--- config.mk ---
export PLATFORM = sky130hd
export DESIGN_NAME = led7_scan
export DESIGN_NICKNAME = d
export VERILOG_FILES = /design/src/rtl/led7_pkg.sv /design/src/rtl/led7_font.sv /design/src/rtl/led7_scan.sv
export SDC_FILE = /design/constraint.sdc
export NUM_CORES = 1
export LEC_CHECK = 0
export CORE_MARGIN = 2
export CORE_UTILIZATION = 56
export CTS_BUF_LIST = sky130_fd_sc_hd__clkbuf_2 sky130_fd_sc_hd__clkbuf_4 sky130_fd_sc_hd__clkbuf_8
export CTS_CLUSTER_SIZE = 28
export DETAILED_ROUTE_END_ITERATION = 10
export MAX_ROUTING_LAYER = met4
export PLACE_DENSITY = 0.83
export SYNTH_ARGS = -nofsm -noshare
export SYNTH_HDL_FRONTEND = slang
export SYNTH_SLANG_ARGS = --single-unit
--- constraint.sdc ---
create_clock -name clk -period 2.74 [get_ports clk]
set_clock_uncertainty 0.2 [all_clocks]
set_input_delay 0.411 -clock clk [delete_from_list [all_inputs] [get_ports clk]]
set_output_delay 0.411 -clock clk [all_outputs]
set_load 0.01 [all_outputs]
--- src/rtl/led7_pkg.sv ---
// led7_pkg: shared segment font, blank pattern and DP bit position for the 7-segment scanner
package led7_pkg;
  typedef logic [7:0] seg_t;
  localparam seg_t SEG_BLANK = 8'h00;
  localparam int DP_BIT = 7;
  localparam seg_t SEG_FONT [16] = '{
    8'h7E, 8'h30, 8'h6D, 8'h79, 8'h33, 8'h5B, 8'h5F, 8'h72,
    8'h7F, 8'h7B, 8'h77, 8'h1F, 8'h0D, 8'h3D, 8'h4F, 8'h47
  };
endpackage

--- src/rtl/led7_font.sv ---
// led7_font: combinational hex nibble to a..g segment lookup
module led7_font
  import led7_pkg::*;
(
  input  logic [3:0] nib,
  output seg_t       seg
);
  assign seg = SEG_FONT[nib];
endmodule

--- src/rtl/led7_scan.sv ---
// led7_scan: time-multiplexed 7-segment driver with dwell, guard, frame-synchronous load and zero suppression
module led7_scan
  import led7_pkg::*;
#(
  parameter int DIGITS   = 4,
  parameter int SCAN_DIV = 1000,
  parameter int GUARD    = 2
) (
  input  logic                  clk,
  input  logic                  rst,
  input  logic [4*DIGITS-1:0]   value,
  input  logic [DIGITS-1:0]     dp,
  input  logic                  load,
  input  logic                  en,
  input  logic                  lzs,
  output logic [7:0]            seg_out,
  output logic [DIGITS-1:0]     dig_sel,
  output logic                  frame_done
);
  localparam int DW = SCAN_DIV > 1 ? $clog2(SCAN_DIV) : 1;
  localparam int IW = DIGITS > 1 ? $clog2(DIGITS) : 1;
  logic [DW-1:0]         div_cnt;
  logic [IW-1:0]         idx;
  logic [4*DIGITS-1:0]   pend_val, shad_val;
  logic [DIGITS-1:0]     pend_dp, shad_dp, sup;
  logic                  pend_valid, div_wrap, bnd, lit, run;
  seg_t                  font_seg, seg_nxt;
  assign div_wrap = div_cnt == DW'(SCAN_DIV - 1);
  assign bnd      = div_wrap && idx == IW'(DIGITS - 1);
  assign lit      = en && int'(div_cnt) >= GUARD;
  led7_font u_font (
    .nib (shad_val[4*idx +: 4]),
    .seg (font_seg)
  );
  // a digit is blanked when it and every more significant nibble are zero; digit 0 always shows
  always_comb begin
    run = lzs;
    sup = '0;
    for (int i = DIGITS - 1; i > 0; i--) begin
      run    = run && shad_val[4*i +: 4] == 4'h0;
      sup[i] = run;
    end
  end
  // segment pattern for the current slot; DP survives suppression
  always_comb begin
    seg_nxt         = sup[idx] ? SEG_BLANK : font_seg;
    seg_nxt[DP_BIT] = shad_dp[idx];
  end
  // slot divider, digit index and end-of-frame pulse
  always_ff @(posedge clk) begin
    if (rst) begin
      div_cnt    <= '0;
      idx        <= '0;
      frame_done <= 1'b0;
    end else begin
      div_cnt    <= div_wrap ? '0 : div_cnt + 1'b1;
      idx        <= div_wrap ? (idx == IW'(DIGITS - 1) ? '0 : idx + 1'b1) : idx;
      frame_done <= bnd;
    end
  end
  // pending capture and tear-free shadow update at the frame boundary, live load bypasses pending
  always_ff @(posedge clk) begin
    if (rst) begin
      pend_val   <= '0;
      pend_dp    <= '0;
      shad_val   <= '0;
      shad_dp    <= '0;
      pend_valid <= 1'b0;
    end else begin
      if (load) begin
        pend_val <= value;
        pend_dp  <= dp;
      end
      pend_valid <= bnd ? 1'b0 : load | pend_valid;
      if (bnd && (load || pend_valid)) begin
        shad_val <= load ? value : pend_val;
        shad_dp  <= load ? dp : pend_dp;
      end
    end
  end
  // registered pin drive, dark during guard cycles or when disabled
  always_ff @(posedge clk) begin
    if (rst) begin
      seg_out <= SEG_BLANK;
      dig_sel <= '0;
    end else begin
      seg_out <= lit ? seg_nxt : SEG_BLANK;
      dig_sel <= lit ? DIGITS'(1) << idx : '0;
    end
  end
endmodule

After elaboration in Yosys (flattened, before gate mapping)
Memories as Yosys holds them, arrays and structs flattened. A register that Yosys moved wholly into a read port is not among the register bits.
Cells that the tools add are included.
W data, S select, Z words.
{ "word_totals": {"mem_bits_ro": 128, "mem_count": 1, "elab_cells": 43, "output_inout_bits": 13, "reg_bits": 59} }
{ "memory_table": {"columns": ["memory", "depth", "word_bits", "rd", "rd_ports_with_merged_regs", "write_ports", "line_no", "text"], "rows": [
  ["(no name shown)", 16, 8, 1, 1, 0, "led7_font.sv:8", "assign seg = SEG_FONT[nib];"]
]} }
{ "classes": {"muxes": 7, "n_lt_le_gt_ge": 2, "n_eq_ne": 2, "add_sub_neg": 2, "shift": 2, "n_reduce_logical": 14, "n_bitwise": 3} }
{ "op_table": {"columns": ["operator", "count"], "rows": [
  ["$mux W16", 1],
  ["$shiftx A16 B5 Y4", 1],
  ["$logic_not A4 Y1", 3],
  ["$add A10 B1 Y10 const B", 1],
  ["$eq A10 B10 Y1 const B", 1],
  ["$ge A10 B2 Y1 const B", 1],
  ["$logic_and A1 B1 Y1", 6],
  ["$reduce_or A2 Y1", 3],
  ["$not A4 Y5", 1],
  ["$bmux W1 S2", 2],
  ["$mux W4", 1],
  ["$shl A1 B2 Y4 const A", 1],
  ["$lt A2 B3 Y1 const B", 1],
  ["$reduce_or A3 Y1", 1],
  ["$add A2 B1 Y2 const B", 1],
  ["$eq A2 B2 Y1 const B", 1],
  ["$mux W1", 2],
  ["$mux W2", 1],
  ["$logic_or A1 B1 Y1", 1],
  ["$not A1 Y1", 1],
  ["$or A1 B1 Y1", 1]
]} }

Logic depth before layout (Yosys ltp)
{ "logic_depth": {"word_depth": 7, "ltp_mapped": 7, "depth_no_buf": 6} }

Cells and area by module
Synthesis repeated with hierarchy kept, for this count alone.
{ "hier_totals": {"hier_cells": 284, "area_unflattened_um2": 3001.6} }
{ "modules_own_cells": {"columns": ["mod", "instances", "area_each_um2", "cells_each"], "rows": [
  ["led7_scan", 1, 2718.9, 251],
  ["led7_font", 1, 282.8, 33]
]} }

Worst setup path after synthesis
No wires, ideal clock.
{ "synth_timing": {"kind": "register -> register", "from": "reg div_cnt[0]", "to": "reg seg_out[2]", "required_time_ps": 2412, "stages_incl_launch_ff": 7, "period_less_slack_ps": 2083, "path_buffers": 0, "arrival_time_ps": 1755, "path_slack_ps": 657, "cell_sequence": "dfxtp_1 > inv_1 > ha_1 > or4_1 > o311ai_4 > a41o_2 > a221oi_1"} }
{ "synth_between": {"elab_chain_len": 4} }
{ "synth_lines": {"columns": ["item", "line_no", "text"], "rows": [
  ["start: declaration", "led7_scan.sv:22", "logic [DW-1:0] div_cnt;"],
  ["start signal: assignment", "led7_scan.sv:56", "div_cnt <= div_wrap ? '0 : div_cnt + 1'b1;"],
  ["$ge A10 B2 Y1", "led7_scan.sv:30", "assign lit = en && int'(div_cnt) >= GUARD;"],
  ["$logic_and A1 B1 Y1", "led7_scan.sv:30", null],
  ["$not A1 Y1 (no line)", null, null],
  ["$reduce_or A3 Y1 (no line)", null, null],
  ["end: declaration", "led7_scan.sv:16", "output logic [7:0] seg_out,"]
]} }
No other way between the ends.
A chain may end at the register's enable or synchronous reset.

Worst setup path after layout
Same ends and word-level chain as after synthesis.

==> metrics.txt <==
Yosys reg bits 66; crit-path cells inv_1 > ha_1 > or4_1 > o311ai_4 > a41o_2 > a221oi_1; Clock Path Buffers 2; Final Net Count 344; outcome complete, no violations; largest net degree at the start of global routing 48; Post-Syn Nets 311; Synth top area share 48.04%; n_diodes 0; via count 2069; RSZ-0062 raised after global routing no; CORE AREA 4723 sq um; sequential share of the synthesized area 48.04%; CP Launch Point div_cnt[0]; Final Setup Violations 0; DR iter-0 viols 140; DP Wirelength 3496 microns; Max Cap Viol 0; All-Layer GR Usage 21.83%; Area Growth Syn to Fin 22.79%; number of antenna violations at the first check in global routing 0; LEAKAGE approximately 1.3 nW; slew at the pin with the worst max-slew slack 0.4825 ns; most frequent cells after synthesis dfxtp_1, nor2_1, mux2i_1, a211oi_1, ha_1; simple-gate portion of the synthesized area around 16%; H-tree level count 3; critical path's largest stage delay between 0.5 and 0.6 ns; # rows 25; TNS Setup 0 ns; Post-CTS Setup Bufs 0; Peak VDD IR 380.0 uV; Port Buf Inserts 37; Post-Syn Area 2750 sq um; vias in the first global route 1904; Crit Path Class reg2reg; cell area after layout 3377 sq um; CP top delay family compound AO/OA/AOI/OAI gates; xor and xnor area share after synthesis 2.548%; Synth area leader dfxtp_1; RR Startpoint div_cnt[0]; Die Y-Extent 74.08 microns; largest family of logic cells by synthesized area simple AND/OR/NAND/NOR gates; Avg Vias per Cell 5.430; Slew Limit Fails 0; Adder-Cell Fraction of Synth Area 4.550%; worst hold start div_cnt[0]; multiplexer share of the synthesized area ~14%; Compound-Gate Fraction of Synth Area 10.19%; clock buffer count from CTS 9; async set-reset flop share out of synthesis 0%; critical path endpoint category flop; drc violations 0; overall die area around 5500 sq um; Die X around 74 microns; Root Driver clkbuf_8; Placed Instance Area 3154 sq um; CP Data Arrival Time ~2.3 ns; CP required 2.76 ns; top_reg_cell synth dfxtp_1; Yosys cell types 40; Avg Cell Area, Syn 9.964 sq um; PD cells 606.2 nW/um^2; final RePlAce weighted congestion 0.8114; later-pin clock latency in the skew report ~0.34 ns; share of layout cells above drive strength 1 10.83%; crit-path max FO 7; first-pass iteration count of the detailed router 4; final non-filler cell total 381; CP Launch Type flop; CTS Hold Bufs 0; fin crit share a little over four fifths; # clock sinks 66; Initial Util 58.23%; Reg clk slew, reported paths 0.07 ns; Min Clock Period, post-route 2.316 ns; dpl cells 365; global-route wire length before repair around 8700 microns; post_cts resized 0; DRT antenna net count 0; EDFF count, synth 0; Peak Freq 431.7 MHz; Ys Warns 0; I/O Pins 38; top cells by area, synth dfxtp_1, mux2i_1, nor2_1, a211oi_1, ha_1; total congestion overflow 0; routed wire length 5224 microns; CTS tree built; Buf/Inv on CP 1; headroom to the max-slew limit 67.79%; Synth Instances 276; Final Hold Violating Endpoints 0; routed len/inst 13.71 microns; most common cell in the netlist dfxtp_1; crit path max-delay cell type or4_1; HP Class reg2reg
registers in the layout, indices dropped and copies added, names as in the netlist:
| register | cells |
|---|---|
| shad_dp | 4 |
| frame_done | 1 |
| pend_val | 16 |
| dig_sel | 4 |
| div_cnt | 10 |
| shad_val | 16 |
| pend_valid | 1 |
| seg_out | 8 |
| pend_dp | 4 |
| idx | 2 |
cells by family (layout without fill, tap and decap cells):
kind of cell	count (synthesis)	count (layout)
buf+inv	27	65
xor+xnor	8	8
compound gates	34	34
fa+ha+maj	10	10
flops	66	66
simple gates	99	99
mux	32	32
metrics by stage:
step | setup WS (ns) | hold slack (ns) | util [%] | power, W
after global placement | 0.5130 | 0.2566 | 66.78 | 0.001154
after global routing | 0.2639 | 0.3187 | 71.50 | 0.002113
after floorplan | 0.6572 | 0.2410 | - | 0.001092
after detailed placement | 0.4417 | 0.2689 | 66.78 | 0.001158
final | 0.4237 | 0.2857 | 71.50 | 0.002047
after CTS | 0.4239 | 0.2842 | 71.50 | 0.002064
layer usage:
metal	GRT usage [%]	part of all wire, %	wire length [microns]
met5	-	0	0
met4	10.10	2.3	121
met3	6.369	4.7	243
met2	33.43	47	2433
met1	26.56	46	2426
worst paths after layout:
check / end / slack, ns / cells past startpoint
worst min-delay path: div_cnt[0] / 0.29 / 1
worst max register to register: seg_out[2] / 0.42 / 6
worst min register to register: div_cnt[0] / 0.29 / 1
worst max-delay path: seg_out[2] / 0.42 / 6
cell type report:
| type | instances | area [sq um] |
|---|---|---|
| Inverter | 8 | 30.03 |
| Timing Repair Buffer | 41 | 400.4 |
| Fill cell | 331 | 1346 |
| Clock inverter | 5 | 77.57 |
| Multi-Input combinational cell | 183 | 1319 |
| Tap cell | 67 | 83.83 |
| Sequential cell | 66 | 1321 |
| Clock buffer | 11 | 145.1 |
placed cells by master (no fill, tap or decap), types with 3 or more instances in the layout:
master / netlist / layout
a211oi_1: 23 / 23
buf_4: 0 / 4
clkbuf_8: 0 / 10
clkdlybuf4s50_1: 0 / 37
dfxtp_1: 66 / 66
ha_1: 10 / 10
inv_1: 7 / 7
mux2i_1: 25 / 25
mux4_2: 5 / 5
nand2_1: 9 / 9
nand3_1: 5 / 5
nor2_1: 62 / 62
nor3_1: 6 / 6
nor3b_1: 3 / 3
xnor2_1: 6 / 6
report_power, final:
group	total, W	switching [W]	internal [W]
Clock	0.000910	0.000366	0.000544
Sequential	0.00100	0.0000119	0.000988
Combinational	0.000137	0.0000637	0.0000731
No activity file was read; power rests on OpenSTA's default activity.
